**config.mk**
```make
export PLATFORM = sky130hd
export DESIGN_NAME = bus_encoder_32_to_5
export DESIGN_NICKNAME = d
export VERILOG_FILES = /design/src/rtl/bus_pkg.sv /design/src/rtl/prio_enc_24.sv /design/src/rtl/bus_encoder_32_to_5.sv
export SDC_FILE = /design/constraint.sdc
export NUM_CORES = 1
export LEC_CHECK = 0
export CAP_MARGIN = 5
export CORE_MARGIN = 5
export CORE_UTILIZATION = 65
export CTS_CLUSTER_SIZE = 10
export DETAILED_ROUTE_END_ITERATION = 16
export DONT_BUFFER_PORTS = 1
export PLACE_DENSITY_LB_ADDON = 0.15
export SYNTH_ARGS = -nofsm -noshare
export SYNTH_HDL_FRONTEND = slang
export SYNTH_HIERARCHICAL = 1
export SYNTH_SLANG_ARGS = --single-unit
```
**constraint.sdc**
```tcl
create_clock -name clk -period 3.77 [get_ports clk]
set_input_delay 0.377 -clock clk [delete_from_list [all_inputs] [get_ports clk]]
set_output_delay 0.377 -clock clk [all_outputs]
set_load 0.005 [all_outputs]
```
**src/rtl/bus_pkg.sv**
```systemverilog
// Shared bus definitions: source index map, widths and encoder FSM state encoding.
package bus_pkg;

   localparam int NUM_SRC = 24;
   localparam int SEL_W   = 5;

   localparam int R0  = 0,  R1  = 1,  R2  = 2,  R3  = 3;
   localparam int R4  = 4,  R5  = 5,  R6  = 6,  R7  = 7;
   localparam int R8  = 8,  R9  = 9,  R10 = 10, R11 = 11;
   localparam int R12 = 12, R13 = 13, R14 = 14, R15 = 15;
   localparam int HI     = 16;
   localparam int LO     = 17;
   localparam int ZHI    = 18;
   localparam int ZLO    = 19;
   localparam int RSVD   = 20;
   localparam int PC     = 21;
   localparam int MDR    = 22;
   localparam int INPORT = 23;

   typedef enum logic [1:0] {
      ST_IDLE     = 2'd0,
      ST_DRIVE    = 2'd1,
      ST_CONFLICT = 2'd2
   } state_t;

endpackage

```
**src/rtl/prio_enc_24.sv**
```systemverilog
// Lowest-index-wins priority encoder with zero and multiple-set flags.
module prio_enc_24
   import bus_pkg::*;
#(
   parameter int N = NUM_SRC,
   parameter int W = SEL_W
) (
   input  logic [N-1:0] i_vec,
   output logic [W-1:0] o_idx,
   output logic         o_zero,
   output logic         o_multi
);

   logic [N-1:0] w_low_cleared;

   always_comb begin
      o_idx = '0;
      // Descending scan so the lowest set bit is the last one written.
      for (int i = N - 1; i >= 0; i--) begin
         if (i_vec[i]) o_idx = W'(i);
      end
   end

   assign w_low_cleared = i_vec & (i_vec - {{(N-1){1'b0}}, 1'b1});
   assign o_zero        = ~|i_vec;
   assign o_multi       = |w_low_cleared;

endmodule

```
**src/rtl/bus_encoder_32_to_5.sv**
```systemverilog
// Encodes one-hot bus drive enables into a registered mux select, flagging
// multi-driver conflicts and requests on the unpopulated source.
module bus_encoder_32_to_5
   import bus_pkg::*;
#(
   parameter int NUM_SRC_P = NUM_SRC,
   parameter int SEL_W_P   = SEL_W,
   parameter int RSVD_IDX  = RSVD,
   parameter int CNT_W     = 8
) (
   input  logic                 clk,
   input  logic                 clr,
   input  logic [NUM_SRC_P-1:0] src_out,
   output logic [SEL_W_P-1:0]   select,
   output logic                 sel_valid,
   output logic                 conflict,
   output logic                 rsvd_hit,
   output logic [CNT_W-1:0]     conflict_count,
   output logic [1:0]           state
);

   logic [NUM_SRC_P-1:0] w_legal;
   logic [SEL_W_P-1:0]   w_idx;
   logic                 w_zero;
   logic                 w_multi;

   logic [SEL_W_P-1:0]   r_select;
   logic                 r_sel_valid;
   logic                 r_conflict;
   logic                 r_rsvd_hit;
   logic [CNT_W-1:0]     r_conflict_count;
   state_t               r_state;

   always_comb begin
      w_legal           = src_out;
      w_legal[RSVD_IDX] = 1'b0;
   end

   prio_enc_24 #(.N(NUM_SRC_P), .W(SEL_W_P)) u_prio (
      .i_vec   (w_legal),
      .o_idx   (w_idx),
      .o_zero  (w_zero),
      .o_multi (w_multi)
   );

   // Next state depends only on the request count; select holds when idle.
   always_ff @(posedge clk or posedge clr) begin
      if (clr) begin
         r_state          <= ST_IDLE;
         r_select         <= '0;
         r_sel_valid      <= 1'b0;
         r_conflict       <= 1'b0;
         r_rsvd_hit       <= 1'b0;
         r_conflict_count <= '0;
      end else begin
         r_rsvd_hit <= src_out[RSVD_IDX];
         if (w_zero) begin
            r_state     <= ST_IDLE;
            r_sel_valid <= 1'b0;
            r_conflict  <= 1'b0;
         end else if (w_multi) begin
            r_state     <= ST_CONFLICT;
            r_select    <= w_idx;
            r_sel_valid <= 1'b1;
            r_conflict  <= 1'b1;
            if (r_conflict_count != {CNT_W{1'b1}})
               r_conflict_count <= r_conflict_count + CNT_W'(1);
         end else begin
            r_state     <= ST_DRIVE;
            r_select    <= w_idx;
            r_sel_valid <= 1'b1;
            r_conflict  <= 1'b0;
         end
      end
   end

   assign select         = r_select;
   assign sel_valid      = r_sel_valid;
   assign conflict       = r_conflict;
   assign rsvd_hit       = r_rsvd_hit;
   assign conflict_count = r_conflict_count;
   assign state          = r_state;

endmodule

```
After elaboration in Yosys (flattened, before gate mapping):

Index checks and enable logic that the tools add are counted.

* reductions and logical operators: 3
* multiplexer cells: 28
* bitwise gates (word level): 1
* add/subtract/negate cells: 2
* eq/ne operators: 1

Operators by type and width (number)
* $mux W5: 23
* $and A24 B24 Y24: 1
* $reduce_or A24 Y1: 1
* $sub A24 B1 Y24 const B: 1
* $reduce_or A23 Y1: 1
* $add A8 B1 Y8 const B: 1
* $ne A8 B8 Y1 const B: 1
* $mux W2: 2
* $mux W1: 3
* $reduce_and A3 Y1: 1

* flip-flop bits (word level): 18
* output and inout bits: 18
* input port bits: 26

Depth between registers and ports, before layout:

* depth in word-level cells: 23
* gate-level depth with buffers: 9
* mapped depth without buffers: 9

Modules after synthesis:

The synthesis kept the hierarchy.

By module, submodules not included
* bus_encoder_32_to_5: cells each 55, instances 1, area each 735.7 um2, seq. area each 425.4 um2
* prio_enc_24: cells each 82, instances 1, area each 524.3 um2, seq. area each 0.0 um2

Worst setup path before layout:

Ideal clock, no wire load.

* path kind: input port to flip-flop
* start: input src_out[11]
* end: register r_conflict_count[1] (netlist: conflict_count[1])
* slack: 1.096 ns
* data arrival time: 2.546 ns
* data required time: 3.642 ns
* stages: 9
* cells stage by stage: nor4_1 -> nand2_1 -> a222oi_1 -> and4_1 -> nand4_1 -> or4_1 -> nor2b_4 -> o21ai_2 -> mux2_1

* longest elaborated chain between the ends: 4
* elaborated cells between the ends (all ways): 5

Ends and longest elaborated chain
* from (decl): line bus_encoder_32_to_5.sv:13 `input logic [NUM_SRC_P-1:0] src_out,`
* $sub A24 B1 Y24: line prio_enc_24.sv:24 `assign w_low_cleared = i_vec & (i_vec - {{(N-1){1'b0}}, 1'b1});`
* $and A24 B24 Y24 (*): line prio_enc_24.sv:24
* $reduce_or A24 Y1 (*): line prio_enc_24.sv:26 `assign o_multi = |w_low_cleared;`
* via w_multi: line bus_encoder_32_to_5.sv:25 `logic w_multi;`
* $reduce_and A3 Y1 (no line) (*)
* to (signal assigned): line bus_encoder_32_to_5.sv:67 `r_conflict_count <= r_conflict_count + CNT_W'(1);`
* to (decl): line bus_encoder_32_to_5.sv:31 `logic [CNT_W-1:0] r_conflict_count;`

Mark *: on every way through the listed nets, which the timed path passes. The rest lies on a longest branch.
A chain may end at the register's enable or synchronous reset.

Worst setup path after layout:

Same ends and word-level chain as after synthesis.

==> results.md <==
* Drt total wl at 2810 um
* Root Driver: clkbuf_4
* Max Clock Freq at 0.361 GHz
* Row count at 16
* Critical Path Max Stage Delay at 0.60 ns
* R2r setup slk at 2.22 ns
* Met2 wire len at 1280 um
* CTS tree: yes
* # resized after CTS at 0
* Type of destination of the critical path: flip-flop
* I/O pin count at 44
* Vias in the first global route at 1020
* CTS Buf Count at 3
* Number of port buffers at 0
* Layout net count at 173
* Area delta synth->final at 5.16%
* Worst Path Class, Setup: in -> reg
* Ant. Diodes at 0
* Maximum vdd ir drop at 0.000213 V
* Share of cells above drive strength 1 at 0.152
* Final Wtd Congestion at 0.899
* Clk buf depth at 2
* Synth top area share at 0.338
* Final min period at 2.77 ns
* Final Max Tran Viols at 0
* Vias/cell at 6.35
* Hold_buf cts at 0
* Worst-margin pin slew at 0.620 ns
* Core area at 1900 um2
* Worst-case clock skew at 0.00592 ns
* Fill cells at 155
* Clock latency on the worst-skew pair at 0.29 ns
* Static Leak at 0.000520 uW
* Post-synthesis cell type count at 50
* CP arrival at 2.95 ns
* Sequential Area at 425 um2
* Mapped Cells at 137
* Yosys warnings at 6
* Vias at 1092
* Clk slew on worst S/H paths at 0.10 ns
* Synth async-reset ratio at 1.00
* Yosys reg bits at 17
* Worst Setup Start Kind: input pin
* DRT Pass-1 Iters at 5
* Critical-path cell list: nor4_1 > nand2_1 > a222oi_1 > and4_1 > nand4_1 > or4_1 > nor2b_4 > o21ai_2 > mux2_1
* GRT overflow at 0
* Largest fanout on the critical path at 4
* Full die area at 2920 um2
* Prevailing post-synth register cell: dfrtp_1
* Most frequent cells in the layout: dfrtp_1, nor2_1, a21oi_1
* DR DRC count at 0
* Clock Sinks at 17
* Metal-1 WL at 1220 um
* Met3 WL at 291 um
* Setup_tns at 0 ns
* DR top layer: met4
* Commonest non-fill, non-tap cell in the layout: dfrtp_1
* Routed Antenna Nets at 0
* Initial drt markers at 34
* Die Span Y at 54.0 um
* Pwr/cell area at 238 nW/um2
* Crit-path slowest cell: or4_1
* Status: finished clean
* Worst min path class: in -> async
* Seq/Total Area, Yosys at 0.338
* Area contributors post-synth: dfrtp_1, mux2_2, nor2_1, a211oi_1, xnor2_1
* Die W at 54.0 um
* Relative slew slack at 0.586
* First-pass GRT wire length at 4480 um
* Period utilization at 0.736
* Htree depth at 1
* Setup Viol. Count Final at 0
* CP Data Required Time at 3.95 ns
* Post-CTS Setup Bufs at 0
* Final HPWL DP at 2230 um
* Initial antenna violation count at 0
* RSZ-0062 raised after global routing: false
* Maxcap violations at 0
* Multi-input gate area at 816 um2
* Syn Std Cell Area at 1260 um2
* Fin. Hold Viols at 0
* Cell taking the most area after synthesis: dfrtp_1
* Post-Place Cells at 168
* Number of synthesized flops with an enable pin at 0
* Routed len/inst at 16.3 um
* Synthesized area per cell at 9.20 um2
* Pin count of the biggest net entering global routing at 18
* Starting Density at 0.662
* Non-filler instance count after layout at 172
* Total GRT Usage at 0.210
[routing by layer]
layer,up-vias,GRT usage
met5,-,0
met4,0,0.0373
met3,2,0.0997
met2,43,0.317
met1,504,0.275
li1,543,-
[report_power, final]
part / total (uW) / switching (uW) / internal (uW)
clock network: 94.4 / 54.9 / 39.5
registers: 189 / 3.59 / 185
logic: 32.4 / 16.8 / 15.5
total: 316 / 75.4 / 240
[per-stage QoR]
| step | setup slack, ns | instance area (um2) | power (uW) | utilization | hold slack [ns] |
|---|---|---|---|---|---|
| after floorplan | 1.10 | 1280 | 219 | - | 0.303 |
| after global routing | 0.825 | 1330 | 329 | 0.697 | 0.0886 |
| after CTS | 1.06 | 1330 | 318 | 0.697 | 0.0560 |
| final | 0.997 | 1330 | 316 | 0.697 | 0.0371 |
| after detailed placement | 0.789 | 1300 | 225 | 0.682 | 0.376 |
| after global placement | 0.791 | 1300 | 224 | 0.682 | 0.359 |
[synth_stat cells (all sizes together), types with 5 or more instances]
master,number
dfrtp,17
o21ai,6
mux2,7
nor2,14
inv,6
a211oi,6
nor3,5
nor4,7
nand2,7
a21oi,8
xnor2,5
[cell type report]
class,instances,share of cell area
flip-flops and latches,17,0.321
inverters,6,0.0170
well taps,27,0.0255
clock inverters,1,0.00378
clock buffers,3,0.0170
multi-input cells,118,0.616
[critical path, delay by kind of cell]
| family | cells | cell delay (ns) |
|---|---|---|
| compound gates | 2 | 0.51 |
| simple gates | 6 | 1.73 |
| mux | 1 | 0.33 |
[sequential cells by signal, summed over array words and instances, names as in the netlist]
| signal | flops |
|---|---|
| sel_valid | 1 |
| state | 1 |
| rsvd_hit | 1 |
| conflict_count | 8 |
| conflict | 1 |
| select | 5 |
[worst paths after layout]
kind,from,endpoint,cells after the start
worst max-delay path,src_out[11],conflict_count[1],9
worst min-delay path,clr,conflict_count[4],1
worst max register to register,conflict_count[0],conflict_count[1],4
worst min register to register,select[2],select[2],1
max in group asynchronous,clr,conflict_count[6],1
min in group clk,src_out[20],rsvd_hit,0
[logic make-up after synthesis]
| family | Yosys count | synth area share |
|---|---|---|
| AND/OR/NAND/NOR | 58 | 0.289 |
| AO/OA/AOI/OAI | 39 | 0.222 |
| flip-flops | 17 | 0.338 |
| buffers and inverters | 8 | 0.0328 |
| multiplexers | 7 | 0.0626 |
| XOR/XNOR | 5 | 0.0348 |
| adder cells (fa/ha/maj) | 2 | 0.0179 |
| other | 1 | 0.00298 |
Note: power is estimated with default switching activity, not from simulation.
